`config.mk`:
```
export PLATFORM = sky130hd
export DESIGN_NAME = hex_loader
export DESIGN_NICKNAME = d
export VERILOG_FILES = /design/src/rtl/hex_loader.sv
export SDC_FILE = /design/constraint.sdc
export NUM_CORES = 1
export LEC_CHECK = 0
export BUFFER_PORTS_ARGS = -buffer_cell sky130_fd_sc_hd__buf_2
export CORE_ASPECT_RATIO = 1.5
export CORE_MARGIN = 5
export CORE_UTILIZATION = 55
export DETAILED_ROUTE_END_ITERATION = 6
export PLACE_DENSITY_LB_ADDON = 0.2
export SYNTH_ARGS = -nofsm -noshare
export SYNTH_HDL_FRONTEND = slang
export SYNTH_SLANG_ARGS = --single-unit
```
`constraint.sdc`:
```
create_clock -name CLK -period 6.9 [get_ports CLK]
set_clock_uncertainty 0.2 [all_clocks]
set_input_delay 1.38 -clock CLK [delete_from_list [all_inputs] [get_ports CLK]]
set_output_delay 1.38 -clock CLK [all_outputs]
set_load 0.03 [all_outputs]
```
`src/rtl/hex_loader.sv`:
```
// Intel-HEX ASCII stream decoder that writes each 4-byte data record as one
// 32-bit word onto a generic bus master port; stops on EOF or the first error.
module hex_loader #(
    parameter string       BUS_ENDIANNESS  = "little",
    parameter int unsigned WORD_ADDR_SHIFT = 2
) (
    input  logic        CLK,
    input  logic        RST,
    input  logic        in_valid,
    input  logic [7:0]  in_data,
    output logic        in_ready,
    output logic [31:0] addr,
    output logic        ren,
    output logic        wen,
    output logic [31:0] wdata,
    output logic [3:0]  byte_en,
    input  logic [31:0] rdata,
    input  logic        busy,
    output logic        done,
    output logic [1:0]  error,
    output logic [15:0] rec_count
);

    localparam int unsigned DW = 32;
    localparam int unsigned CW = 16;
    localparam bit          BIG_ENDIAN = (BUS_ENDIANNESS == "big");

    typedef enum logic [3:0] {
        S_IDLE, S_LEN, S_ADDR, S_TYPE, S_DATA, S_CSUM, S_WRITE, S_DONE, S_ERR
    } state_t;

    state_t        state, state_next;
    logic [2:0]    digit_cnt;
    logic [3:0]    hi_nib;
    logic [7:0]    sum;
    logic [7:0]    rec_len;
    logic [7:0]    rec_type;
    logic [15:0]   rec_addr;
    logic [DW-1:0] rec_data;

    logic          accept_c;
    logic          is_hex_c;
    logic [3:0]    nib_c;
    logic [7:0]    byte_c;
    logic [1:0]    err_c;
    logic          in_ready_d;
    logic          wen_d;
    logic [DW-1:0] addr_d;
    logic [DW-1:0] wdata_d;
    logic [3:0]    byte_en_d;
    logic [DW-1:0] bus_wdata_c;
    logic          unused_rdata;

    assign unused_rdata = ^rdata;
    assign ren          = 1'b0;
    assign accept_c     = in_valid & in_ready;
    assign byte_c       = {hi_nib, nib_c};
    assign bus_wdata_c  = BIG_ENDIAN ? {rec_data[7:0], rec_data[15:8], rec_data[23:16], rec_data[31:24]}
                                     : rec_data;

    // ASCII hex digit decode
    always_comb begin
        is_hex_c = 1'b1;
        nib_c    = 4'h0;
        if (in_data >= 8'h30 && in_data <= 8'h39)      nib_c = 4'(in_data - 8'h30);
        else if (in_data >= 8'h61 && in_data <= 8'h66) nib_c = 4'(in_data - 8'h57);
        else if (in_data >= 8'h41 && in_data <= 8'h46) nib_c = 4'(in_data - 8'h37);
        else                                           is_hex_c = 1'b0;
    end

    always_ff @(posedge CLK) begin
        if (RST) state <= S_IDLE;
        else     state <= state_next;
    end

    always_comb begin
        state_next = state;
        err_c      = 2'd0;
        case (state)
            S_IDLE: if (accept_c) begin
                if (in_data == 8'h3A) state_next = S_LEN;
                else if (in_data != 8'h0D && in_data != 8'h0A && in_data != 8'h20) begin
                    state_next = S_ERR;
                    err_c      = 2'd1;
                end
            end
            S_LEN, S_ADDR, S_TYPE, S_DATA, S_CSUM: if (accept_c) begin
                if (!is_hex_c) begin
                    state_next = S_ERR;
                    err_c      = 2'd1;
                end else begin
                    case (state)
                        S_LEN:  if (digit_cnt == 3'd1) state_next = S_ADDR;
                        S_ADDR: if (digit_cnt == 3'd3) state_next = S_TYPE;
                        S_DATA: if (digit_cnt == 3'd7) state_next = S_CSUM;
                        S_TYPE: if (digit_cnt == 3'd1) begin
                            if (byte_c == 8'h00 && rec_len == 8'h04)      state_next = S_DATA;
                            else if (byte_c == 8'h01 && rec_len == 8'h00) state_next = S_CSUM;
                            else begin
                                state_next = S_ERR;
                                err_c      = 2'd3;
                            end
                        end
                        default: if (digit_cnt == 3'd1) begin
                            if (8'(sum + byte_c) == 8'h00)
                                state_next = (rec_type == 8'h00) ? S_WRITE : S_DONE;
                            else begin
                                state_next = S_ERR;
                                err_c      = 2'd2;
                            end
                        end
                    endcase
                end
            end
            S_WRITE: if (!busy) state_next = S_IDLE;
            default: state_next = state;
        endcase
    end

    // Bus outputs follow the next state so they are registered yet valid on WRITE entry
    always_comb begin
        in_ready_d = (state_next == S_IDLE) || (state_next == S_LEN)  || (state_next == S_ADDR) ||
                     (state_next == S_TYPE) || (state_next == S_DATA) || (state_next == S_CSUM);
        wen_d      = (state_next == S_WRITE);
        addr_d     = '0;
        wdata_d    = '0;
        byte_en_d  = 4'h0;
        if (wen_d) begin
            addr_d    = {16'h0, rec_addr} << WORD_ADDR_SHIFT;
            wdata_d   = bus_wdata_c;
            byte_en_d = 4'hF;
        end
    end

    always_ff @(posedge CLK) begin
        if (RST) begin
            in_ready  <= 1'b0;
            wen       <= 1'b0;
            addr      <= '0;
            wdata     <= '0;
            byte_en   <= 4'h0;
            done      <= 1'b0;
            error     <= 2'd0;
            rec_count <= '0;
            digit_cnt <= 3'd0;
            hi_nib    <= 4'h0;
            sum       <= 8'h00;
            rec_len   <= 8'h00;
            rec_type  <= 8'h00;
            rec_addr  <= 16'h0;
            rec_data  <= '0;
        end else begin
            in_ready <= in_ready_d;
            wen      <= wen_d;
            addr     <= addr_d;
            wdata    <= wdata_d;
            byte_en  <= byte_en_d;
            if (err_c != 2'd0)         error <= err_c;
            if (state_next == S_DONE)  done  <= 1'b1;
            if (state == S_WRITE && !busy && rec_count != {CW{1'b1}})
                rec_count <= CW'(rec_count + 16'd1);
            if (accept_c) begin
                if (state == S_IDLE) begin
                    digit_cnt <= 3'd0;
                    sum       <= 8'h00;
                end else if (is_hex_c && state != S_WRITE && state != S_DONE && state != S_ERR) begin
                    digit_cnt <= (state_next != state) ? 3'd0 : 3'(digit_cnt + 3'd1);
                    if (!digit_cnt[0]) hi_nib <= nib_c;
                    else               sum    <= 8'(sum + byte_c);
                    if (state == S_LEN && digit_cnt[0])  rec_len  <= byte_c;
                    if (state == S_TYPE && digit_cnt[0]) rec_type <= byte_c;
                    if (state == S_ADDR) rec_addr <= {rec_addr[11:0], nib_c};
                    if (state == S_DATA) rec_data <= {rec_data[27:0], nib_c};
                end
            end
        end
    end

endmodule

```
==> results_dict.tcl <==
set metrics [dict create \
    cp_max_fo 50 \
    drc 0 \
    grt.total_usage_pct 20.5 \
    grt_pass1_wl_mm 24.7 \
    fin_nets 871 \
    die_x_um 101 \
    clock-sinks 152 \
    final_cell_mix "dfxtp_1, nand2_1, buf_2" \
    rows 50 \
    drive_above_1_share_pct 21.7 \
    tightest_slew_ns 1.21 \
    fmax_mhz 166 \
    yosys-top-cells-area "dfxtp_1, nor3b_2, nand2_1" \
    cts_resized 0 \
    initial_core_util_pct 55.4 \
    grt_pass1_vias 5203 \
    antenna_found_initial 0 \
    die_h_um 146 \
    io_buffers 84 \
    synth_top_area_cell "dfxtp_1" \
    min_period_ns 6.02 \
    htree_levels 4 \
    tns_ns 0 \
    syn_area_mm2 0.00683 \
    endpoint_kind "register" \
    rsz0062_at_grt "no" \
    p_switching_mw 0.494 \
    cts_hold_buf 0 \
    yosys_warnings 0 \
    area_growth_pct 14.3 \
    antenna_cells 0 \
    synthDistinctLibCells 62 \
    maxSlewViolCount 0 \
    pwr-share-seq_pct 44.5 \
    worstPathArrival_ns 6.15 \
    grt_max_degree 103 \
    via_per_inst 5.53 \
    power_frac_clock_pct 47.8 \
    max_slew_margin_pct 18.4 \
    pwr-share-comb_pct 7.7 \
    clock_latency_ns 0.41 \
    final_common_cell "dfxtp_1" \
    cts_tree "built" \
    outcome "finished, final reports clean" \
    num_vias 5407 \
    setup_viol 0 \
    cts_made_buffers 17 \
    max_cap_violations 0 \
    period_share_pct 87.3 \
    yosysSeqAreaShare_pct 44.6 \
    hp-class "register to register" \
    drt_wl_total_mm 15.2 \
    total_power_mw 2.01 \
    dr.pass1.iters 5 \
    drt_iter0_drc 214 \
    r2r_slack_ns 2.97 \
    hold_viol_final 0 \
    power_density_mw_per_mm2 258 \
    synthFlopType "dfxtp_1" \
    clock-root-buffer "clkbuf_16" \
    startpoint_type "input port" \
    synth_seq_cells 152 \
    p_leak_nw 2.94 \
    place_congestion 0.921 \
    p_int_mw 1.52 \
    ios 134 \
    syn_area_per_cell_um2 9.14 \
    crit_required_ns 7.03 \
    path_clk_slew_ns 0.06 \
    synth_edf_count 0 \
    critPathKind "input port to register" \
    peakVddDrop_v 0.000187 \
    ant_nets 0 \
    core_area_mm2 0.0123 \
    post-route-util_pct 63.3 \
    grt-ovfl-total 0 \
    dieArea_mm2 0.0148 \
    synth.top_cell.area_share_pct 44.6 \
    p_sw_share_pct 24.5 \
    cts_setup_buffers 0 \
    clock_path_buffers 2 \
    synthCells 747 \
    post-dp-hpwl_mm 10.6 \
    async_flop_share_pct 0 \
    wl_per_cell_um 15.5 \
]
[Yosys cell counts, types with 7 or more instances]
master and instances:
nor3_1 9, o21ai_0 13, a22oi_1 8, nand4_1 7, xor2_1 12, nor2_1 68
clkbuf_1 28, nor4_1 9, buf_4 21, nand3_1 19, a21oi_1 63, inv_1 18
nor2b_1 9, xnor2_1 8, ha_1 17, mux2i_1 18, a211oi_1 13, nand2_1 117
dfxtp_1 152, nor3b_2 48
[critical path: stages]
cell and delay [ns]:
buf_2 0.12, inv_1 0.14, ha_1 0.22, o21bai_1 0.13, a211oi_1 0.44, nor2_1 0.20
inv_1 0.19, ha_1 0.21, inv_1 0.06, fa_1 0.40, nor2b_1 0.22, o22ai_1 0.14
xnor2_1 0.19, nor4b_2 0.31, buf_4 0.20, a211oi_1 0.10, a2111o_1 0.44, or3b_4 0.70
nor3b_2 0.30
[power by group through the flow]
stage	Combinational, mW	Clock, mW	Sequential, mW
final	0.156	0.961	0.896
after global routing	0.168	1.02	0.896
after CTS	0.155	0.973	0.895
after detailed placement	0.153	0	0.914
after global placement	0.152	0	0.914
after floorplan	0.127	0	0.908
[final timing paths]
path / startpoint / end / depth (start not counted)
setup / recovery: in_data[1] / wdata[19] / 19
hold / removal: bus_wdata_c[30] / bus_wdata_c[30] / 2
setup reg to reg: sum[0] / wdata[19] / 12
hold reg to reg: bus_wdata_c[30] / bus_wdata_c[30] / 2
[kinds of logic (layout without fill, tap and decap cells)]
family / count (synthesis) / count (layout) / share of synthesized area, %
fa+ha+maj: 18 / 18 / 3.41
simple gates: 318 / 318 / 27.0
xor+xnor: 20 / 20 / 2.57
compound gates: 139 / 139 / 13.1
other cells: 1 / 17 / 0.0549
mux: 18 / 18 / 2.64
buf+inv: 81 / 140 / 6.63
flops: 152 / 152 / 44.6
[final cells by class]
cell class,count,area [µm²]
Tap cell,156,195
Fill cell,1058,4520
Clock buffer,21,460
Clock inverter,11,161
Timing Repair Buffer,90,480
Sequential cell,152,3040
Inverter,18,67.6
Multi-Input combinational cell,530,3400
[registers in the layout, indices dropped and copies added, names as in the netlist]
signal / count
digit_cnt: 3
byte_en: 1
state: 4
sum: 8
error: 2
rec_len: 8
hi_nib: 4
done: 1
rec_type: 8
rec_addr: 16
rec_count: 16
addr: 16
in_ready: 1
wdata: 32
bus_wdata_c: 32
[metrics by stage]
| stage | std cells | worst slack [ns] | hold WS (ns) | instance area [µm²] |
|---|---|---|---|---|
| floorplan | 763 | 1.37 | 0.226 | 6890 |
| global placement | 946 | 0.572 | 0.233 | 7180 |
| detailed placement | 946 | 0.469 | 0.247 | 7180 |
| CTS | 978 | 0.872 | 0.255 | 7800 |
| global route | 978 | 0.578 | 0.270 | 7800 |
| finish | 978 | 0.876 | 0.251 | 7800 |
[per-layer routing]
metal	vias up	global-route usage [%]	share of wire (%)
met4	0	7.39	2.2
met3	26	4.11	4.6
met5	-	0	0
met1	2588	23.2	39
met2	122	37.4	54
li1	2671	-	-
(Power assumes the default switching activity.)
